File: src/rtl/mult_div_unit.sv
// mult_div_unit: iterative multiply/divide unit for the EX stage.
// Serves MULT, MULTU, DIV and DIVU at one bit per cycle, plus MTHI/MTLO.
// It owns the architectural HI/LO registers.
//
// Ports:
//   clk, reset          rising-edge clock, synchronous active-high reset
//   i_start, i_op       issue (IDLE only); op 00 MULT 01 MULTU 10 DIV 11 DIVU
//   i_mthi, i_mtlo      write operando_A into HI / LO (IDLE, no start)
//   operando_A/B        operands, sampled only in the start cycle
//   o_busy              operation in progress (NBITS cycles)
//   o_done              one-cycle pulse when HI/LO take a new result
//   o_hi, o_lo          HI (upper product / remainder), LO (lower / quotient)
module mult_div_unit #(
  parameter int NBITS = 32
) (
  input  logic             clk,
  input  logic             reset,
  input  logic             i_start,
  input  logic [1:0]       i_op,
  input  logic             i_mthi,
  input  logic             i_mtlo,
  input  logic [NBITS-1:0] operando_A,
  input  logic [NBITS-1:0] operando_B,
  output logic             o_busy,
  output logic             o_done,
  output logic [NBITS-1:0] o_hi,
  output logic [NBITS-1:0] o_lo
);

  localparam int CW = $clog2(NBITS);

  typedef enum logic {IDLE, CALC} state_t;

  state_t           state, state_nx;
  logic [CW-1:0]    cnt;
  logic             is_div, neg_q, neg_r;
  // Shared datapath: for multiply {acc_hi,acc_lo} is the product with the
  // multiplier shifting out of acc_lo; for divide acc_hi is the partial
  // remainder and acc_lo shifts the dividend out and the quotient in.
  logic [NBITS-1:0] acc_hi, acc_lo, opb;

  logic             sgn_a, sgn_b, last;
  logic [NBITS-1:0] mag_a, mag_b;
  logic [NBITS:0]   mul_sum, rem_sh, trial;
  logic             q_bit;
  logic [NBITS-1:0] step_hi, step_lo, res_hi, res_lo;
  logic [2*NBITS-1:0] prod;

  // Operand sign/magnitude; only MULT and DIV (i_op[0]==0) are signed.
  assign sgn_a = ~i_op[0] & operando_A[NBITS-1];
  assign sgn_b = ~i_op[0] & operando_B[NBITS-1];
  assign mag_a = sgn_a ? -operando_A : operando_A;
  assign mag_b = sgn_b ? -operando_B : operando_B;

  // One shift-add step.
  assign mul_sum = {1'b0, acc_hi} + (acc_lo[0] ? {1'b0, opb} : '0);

  // One restoring-division step; a zero divisor yields all-ones quotient
  // and leaves the dividend as remainder without special casing.
  assign rem_sh = {acc_hi, acc_lo[NBITS-1]};
  assign trial  = rem_sh - {1'b0, opb};
  assign q_bit  = ~trial[NBITS];

  always_comb begin
    step_hi = mul_sum[NBITS:1];
    step_lo = {mul_sum[0], acc_lo[NBITS-1:1]};
    if (is_div) begin
      step_hi = q_bit ? trial[NBITS-1:0] : rem_sh[NBITS-1:0];
      step_lo = {acc_lo[NBITS-2:0], q_bit};
    end
  end

  // Sign fix-up applied as the final step is written to HI/LO.
  always_comb begin
    prod   = neg_q ? -{step_hi, step_lo} : {step_hi, step_lo};
    res_hi = prod[2*NBITS-1:NBITS];
    res_lo = prod[NBITS-1:0];
    if (is_div) begin
      res_hi = neg_r ? -step_hi : step_hi;
      res_lo = neg_q ? -step_lo : step_lo;
    end
  end

  assign last   = (state == CALC) && (cnt == CW'(NBITS - 1));
  assign o_busy = (state == CALC);

  always_comb begin
    state_nx = state;
    case (state)
      IDLE:    if (i_start) state_nx = CALC;
      CALC:    if (last)    state_nx = IDLE;
      default: state_nx = IDLE;
    endcase
  end

  always_ff @(posedge clk) begin
    if (reset) begin
      state  <= IDLE;
      cnt    <= '0;
      is_div <= 1'b0;
      neg_q  <= 1'b0;
      neg_r  <= 1'b0;
      acc_hi <= '0;
      acc_lo <= '0;
      opb    <= '0;
      o_done <= 1'b0;
      o_hi   <= '0;
      o_lo   <= '0;
    end else begin
      state  <= state_nx;
      o_done <= 1'b0;
      case (state)
        IDLE: begin
          if (i_start) begin
            cnt    <= '0;
            is_div <= i_op[1];
            acc_hi <= '0;
            if (i_op[1]) begin
              acc_lo <= mag_a;
              opb    <= mag_b;
              // Divide-by-zero keeps the all-ones quotient unsigned.
              neg_q  <= (sgn_a ^ sgn_b) & (operando_B != '0);
              neg_r  <= sgn_a;
            end else begin
              acc_lo <= mag_b;
              opb    <= mag_a;
              neg_q  <= sgn_a ^ sgn_b;
              neg_r  <= 1'b0;
            end
          end else begin
            if (i_mthi) o_hi <= operando_A;
            if (i_mtlo) o_lo <= operando_A;
          end
        end
        CALC: begin
          acc_hi <= step_hi;
          acc_lo <= step_lo;
          cnt    <= cnt + CW'(1);
          if (last) begin
            o_hi   <= res_hi;
            o_lo   <= res_lo;
            o_done <= 1'b1;
          end
        end
        default: ;
      endcase
    end
  end

endmodule

File: config.mk
export PLATFORM = sky130hd
export DESIGN_NAME = mult_div_unit
export DESIGN_NICKNAME = d
export VERILOG_FILES = /design/src/rtl/mult_div_unit.sv
export SDC_FILE = /design/constraint.sdc
export NUM_CORES = 1
export LEC_CHECK = 0
export BUFFER_PORTS_ARGS = -buffer_cell sky130_fd_sc_hd__buf_2
export CAP_MARGIN = 25
export CELL_PAD_IN_SITES_DETAIL_PLACEMENT = 1
export CELL_PAD_IN_SITES_GLOBAL_PLACEMENT = 1
export CORE_MARGIN = 8
export CORE_UTILIZATION = 30
export CTS_CLUSTER_SIZE = 16
export DETAILED_ROUTE_END_ITERATION = 6
export HOLD_SLACK_MARGIN = 0.12
export PLACE_DENSITY = 0.69
export RECOVER_POWER = 25
export SYNTH_ARGS = -nofsm -noshare
export SYNTH_HDL_FRONTEND = slang
export SYNTH_SLANG_ARGS = --single-unit
File: constraint.sdc
create_clock -name clk -period 4.6 [get_ports clk]
set_input_delay 0.23 -clock clk [delete_from_list [all_inputs] [get_ports clk]]
set_output_delay 0.23 -clock clk [all_outputs]
set_load 0.03 [all_outputs]
**Word level (Yosys, flattened, before mapping)**

Cells that the tools add are included.

- Register bits after elaboration: 170
- Input bits: 71
- Output and inout port bits: 66
- Word-level logic and storage cells: 71

- $add $sub $neg: 8
- Equality and inequality tests: 6
- Mux-type cells: 33
- Bitwise gates (word level): 7
- Reduce and logical (&&, ||, !) cells: 6

Operators with widths:

| cell | count |
|---|---|
| 32-bit 2-to-1 mux | 20 |
| 32-bit one-hot mux with 2 select lines | 4 |
| 32-bit negation | 4 |
| 64-bit 2-to-1 mux | 1 |
| 64-bit negation | 1 |
| 32-bit by 32-bit adder with 33-bit output | 1 |
| 33-bit by 32-bit subtractor with 33-bit output | 1 |
| 32-bit nonzero test | 1 |
| 5-bit one-hot mux with 2 select lines | 1 |
| 2-bit inequality test, second input constant | 4 |
| 3-bit AND reduction | 2 |
| 5-bit by 1-bit adder with 5-bit output, second input constant | 1 |
| 5-bit == test, second input constant | 1 |
| 1-bit 2-to-1 mux | 5 |
| 5-bit 2-to-1 mux | 1 |
| 1-bit bitwise AND | 3 |
| 1-bit inverter | 3 |
| 2-bit by 1-bit inequality test with 1-bit output, second input constant | 1 |
| 1-bit one-hot mux with 2 select lines | 1 |
| 2-bit AND reduction | 1 |
| 2-bit OR reduction | 1 |
| 1-bit logical AND | 1 |
| 1-bit XOR | 1 |

**Depth between registers and ports, before layout**

- Depth in word-level cells: 8
- Mapped depth: 24
- Depth with buffers taken out: 23

**Least setup slack after synthesis**

Ideal clock, no wire load.

- Kind: register to register
- From: reg acc_lo[31]
- To: reg o_hi[28]
- Setup time: 0.096 ns
- Arrival: 4.755 ns
- Data required time: 4.504 ns
- Setup slack: -0.250 ns
- Cell stages (with the launch flop): 22
- Buffers on the path: 1
- Period minus slack after synthesis: 4.850 ns
- Path through: dfxtp_1 -> inv_1 -> ha_1 -> inv_1 -> fa_1 -> a211oi_1 -> o211ai_1 -> and3_1 -> o21ai_1 -> nand3_1 -> clkbuf_1 -> nand3_1 -> a21boi_0 -> ha_1 -> nand2_1 -> nor2_1 -> o21ai_1 -> or4_1 -> nand2b_1 -> a2111oi_2 -> o21ai_1 -> o41ai_2

- Word-level cells in the longest chain between the ends: 8
- Elaborated cells between the ends (all ways): 12
- Classes of those cells: add/sub: 3; mux: 8; bitwise: 1

RTL lines:

| element | RTL line | source |
|---|---|---|
| start: declaration | 40 | `logic [NBITS-1:0] acc_hi, acc_lo, opb;` |
| start signal: assignment | 119 | `acc_lo <= mag_a;` |
| start signal: assignment | 125 | `acc_lo <= mag_b;` |
| start signal: assignment | 137 | `acc_lo <= step_lo;` |
| 33-bit by 32-bit subtractor with 33-bit output | 61 | `assign trial = rem_sh - {1'b0, opb};` |
| 32-bit 2-to-1 mux or 1-bit inverter (tied branches) | 68, 62 |  |
| 32-bit 2-to-1 mux | 67 | `if (is_div) begin` |
| 64-bit negation or 32-bit negation (tied branches) | 75, 79 |  |
| 64-bit 2-to-1 mux or 32-bit 2-to-1 mux (tied branches) | 75, 79 |  |
| 32-bit 2-to-1 mux * | 78 | `if (is_div) begin` |
| 32-bit 2-to-1 mux * | 139 | `if (last) begin` |
| 32-bit one-hot mux with 2 select lines * | 112 | `case (state)` |
| end signal: assignment | 131 | `if (i_mthi) o_hi <= operando_A;` |
| end signal: assignment | 140 | `o_hi <= res_hi;` |
| end: declaration | 26 | `output logic [NBITS-1:0] o_hi,` |

Mark *: on every way between the ends. The rest lies on a longest branch, timed or not. The select of a mux whose other input is x is not followed.
A chain may end at the register's enable or synchronous reset.

**Worst setup path after layout**

- From: reg opb[0]
- To: reg o_hi[30]

- Word-level cells in the longest chain between the ends: 8
- Elaborated cells between the ends (all ways): 14
- Classes of those cells: add/sub: 4; mux: 9; bitwise: 1

RTL lines:

| element | RTL line | source |
|---|---|---|
| start: declaration | 40 |  |
| start signal: assignment | 120 | `opb <= mag_b;` |
| start signal: assignment | 126 | `opb <= mag_a;` |
| 33-bit by 32-bit subtractor with 33-bit output or 32-bit 2-to-1 mux (tied branches) | 61, 56 |  |
| 32-bit 2-to-1 mux (tied with other cells) | 68 | `step_hi = q_bit ? trial[NBITS-1:0] : rem_sh[NBITS-1:0];` |
| 32-bit 2-to-1 mux | 67 |  |
| 64-bit negation or 32-bit negation (tied branches) | 75, 79 |  |
| 64-bit 2-to-1 mux or 32-bit 2-to-1 mux (tied branches) | 75, 79 |  |
| 32-bit 2-to-1 mux * | 78 |  |
| 32-bit 2-to-1 mux * | 139 |  |
| 32-bit one-hot mux with 2 select lines * | 112 |  |

Marks and branches as above.

==> qor.yml <==
finish:
  final_nets: 2700
  fin_cells: 3258
  drive_gt1_share_pct: 23.5
  num-fill-cells: 6583
  insertedDiodeCount: 0
  area_delta_synth_final_pct: 31.8
  post-route-cell-area_um2: 20700
logic_synthesis:
  syn_area_per_cell_um2: 7.09
  ys_warn_count: 0
  synthDistinctLibCells: 94
  syn_area_um2: 15700
  synth_edf_count: 0
  synth_top_cell_by_area: "dfxtp_1"
  synth-seq-cells: 170
  synth_top_area_share_pct: 21.7
  synth_nets: 2357
  synth_most_common_cell: "nor2_1"
  synthTopCellsByArea: "dfxtp_1, a21oi_1, nor2_1"
  yosysSeqAreaShare_pct: 21.7
  async_flop_share_pct: 0
  synth_ff_type: "dfxtp_1"
  synth_common_cells: "nor2_1, a21oi_1, nand2_1, dfxtp_1, o21ai_0"
  netlist_instances: 2214
floorplan:
  rows: 84
  die_area_um2: 59900
  start_util_pct: 30.1
  io_pins: 137
  die_w_um: 245
  core_area_um2: 52100
  die_h_um: 245
critical_path:
  cp_top_family: "simple AND/OR/NAND/NOR gates"
  path_max_fanout: 10
  critical_path.most_common_cell: "buf_4"
  start_kind: "flip-flop"
  crit_arrival_ns: 4.95
  crit_chain: "ha_4 -> inv_2 -> fa_2 -> a211oi_2 -> o211ai_1 -> and3_4 -> o21ai_4 -> buf_4 -> a21oi_4 -> nor2_4 -> buf_4 -> mux2i_2 -> a32oi_1 -> or4b_4 -> nor3_4 -> buf_4 -> a21o_1 -> nand3_1 -> a31oi_1"
  path_buf_inv: 4
  crit_type: "flip-flop to flip-flop"
  reg2regPathDepth: 19
  slowest_stage: "or4b_4"
  critPathMaxStageDelay_ns: 0.64
  path_depth: 19
  crit_path_end_kind: "flip-flop"
  crit_required_ns: 5.00
detailed_routing:
  vias: 19319
  ant_nets: 0
  wl_um: 81400
  post-route-drc-count: 0
  dr.pass1.iters: 5
  via_per_inst: 5.93
  wl_per_cell_um: 25.0
  drtIter0Drc: 1750
pwr:
  leakage_uw: 0.00837
  irDropWorstVdd_uv: 258
  powerDensity_nw_per_um2: 274
place:
  port_buffers: 136
  pre_cts_ws_ns: -0.424
  placed_cell_area_um2: 19100
  dp.cells: 3197
  place_hpwl_um: 62900
  place.gp.congestion: 0.962
sta:
  finalMaxSlewViolations: 0
  fin_ws_ns: 0.0514
  worst_slew_pin_slew_ns: 1.09
  clock-skew-final_ns: 0.0183
  hold_viol: 0
  final.min_clock_period_ns: 4.55
  fmax_mhz: 220
  rsz0062_at_grt: "yes"
  setup_viol: 0
  relSlewSlack_pct: 27.2
  fin_crit_sh_pct: 98.9
grt:
  grt_pass1_vias: 19407
  grt_pass1_wl_um: 120000
  antenna_found_initial: 3
  grt_max_degree: 98
  grtUsageTotal_pct: 25.7
  grt-ovfl-total: 0
job:
  cap_violations: 0
clock_network:
  cts_tree: "done"
  clk_path_buf_depth: 2
  cts_inserted_buffers: 17
  worstSkewPairLatency_ns: 0.47
  cts.sinks: 170
  clock-root-buffer: "clkbuf_16"
  clock_tree.htree_level_count: 4
  path_clk_slew_ns: 0.08
run_status:
  status: "completed"
hold_path:
  min_path_type: "input pin to flip-flop"
  min_delay_path_depth: 3
cells in the final DEF, fill, tap and decap left out, types with 13 or more instances in the layout:
master / Yosys / routed
dfxtp_1: 170 / 156
buf_4: 0 / 316
and3_1: 51 / 50
ha_4: 0 / 17
clkbuf_1: 115 / 57
nand2b_1: 17 / 16
or3_1: 20 / 19
mux2i_1: 56 / 55
a21oi_2: 4 / 13
and2_1: 44 / 42
a21oi_1: 222 / 209
inv_1: 62 / 57
a21o_1: 20 / 20
xor2_1: 68 / 68
o21ai_1: 19 / 21
nand4_1: 19 / 19
nor2b_1: 29 / 29
ha_1: 70 / 53
a211oi_1: 117 / 112
nor3_1: 67 / 65
nand2_1: 215 / 205
clkbuf_16: 0 / 17
buf_2: 17 / 78
o21ai_0: 141 / 133
o211ai_1: 34 / 34
xnor2_1: 84 / 80
nor2_1: 255 / 250
a31oi_1: 56 / 48
nand3_1: 27 / 24
path summary, 6_finish.rpt:
check,startpoint,slack (ns),to
worst min-delay path,operando_A[31],0.13,o_lo[31]
worst max-delay path,opb[0],0.05,o_hi[30]
worst max register to register,opb[0],0.05,o_hi[30]
worst min register to register,opb[9],0.47,opb[9]
tightest hold or removal path, cell delays in order:
cell and delay [ns]:
buf_2 0.13, mux2i_1 0.12, a211oi_1 0.08
per-stage QoR:
stage          util [%]  setup TNS, ns  hold WS, ns  power (uW)
2_1_floorplan         -              0        0.373        2940
3_3_place_gp       36.6          -1.96        0.457        3870
3_5_place_dp       36.6          -4.87        0.466        3920
4_1_cts            38.4              0        0.121        5500
5_1_grt            39.7          -1.18        0.138        5910
6_report           39.7              0        0.135        5670
registers in the layout, indices dropped and copies added (netlist names):
signal and count:
neg_q 1, opb 32, cnt 5, is_div 1
o_done 1, acc_lo 32, o_lo 32, neg_r 1
o_hi 32, o_busy 1, acc_hi 32
timing repair:
action | in CTS | in global routing
pin swaps | 27 | 72
resized for setup | 42 | 124
setup buffers | 7 | 18
endpoints found under the setup margin | 28 | 34
hold endpoints to repair | 11 | 0
cloned | 0 | 0
hold buffers | 4 | 0
metal layers:
layer	wire length, um	global-route usage, %	up-vias	part of all wire, %
li1	-	-	8759	-
met1	35200	33.9	9668	43
met2	37500	42.0	721	46
met3	5520	4.48	165	6.8
met4	3030	9.17	6	3.7
met5	39	0	-	0.048
cell type report:
class	instances	area, um2	share of cell area (%)
Sequential cell	170	3430	16.6
Timing Repair Buffer	470	3240	15.7
Tap cell	688	861	4.16
Clock buffer	17	425	2.06
Inverter	66	248	1.20
Multi-Input combinational cell	1832	12300	59.5
Clock inverter	15	169	0.816
power by group:
group / internal (uW) / switching, uW
sequential: 1570 / 133
combinational: 948 / 1480
clock: 740 / 797
cell families after synthesis:
logic type / Yosys count / synth area share (%)
AND/OR/NAND/NOR: 805 / 24.8
AO/OA/AOI/OAI: 741 / 30.0
buffers and inverters: 212 / 5.20
flip-flops: 170 / 21.7
XOR/XNOR: 152 / 8.48
adder cells (fa/ha/maj): 72 / 5.83
multiplexers: 62 / 4.00
Power figures use the tool's default switching activity.
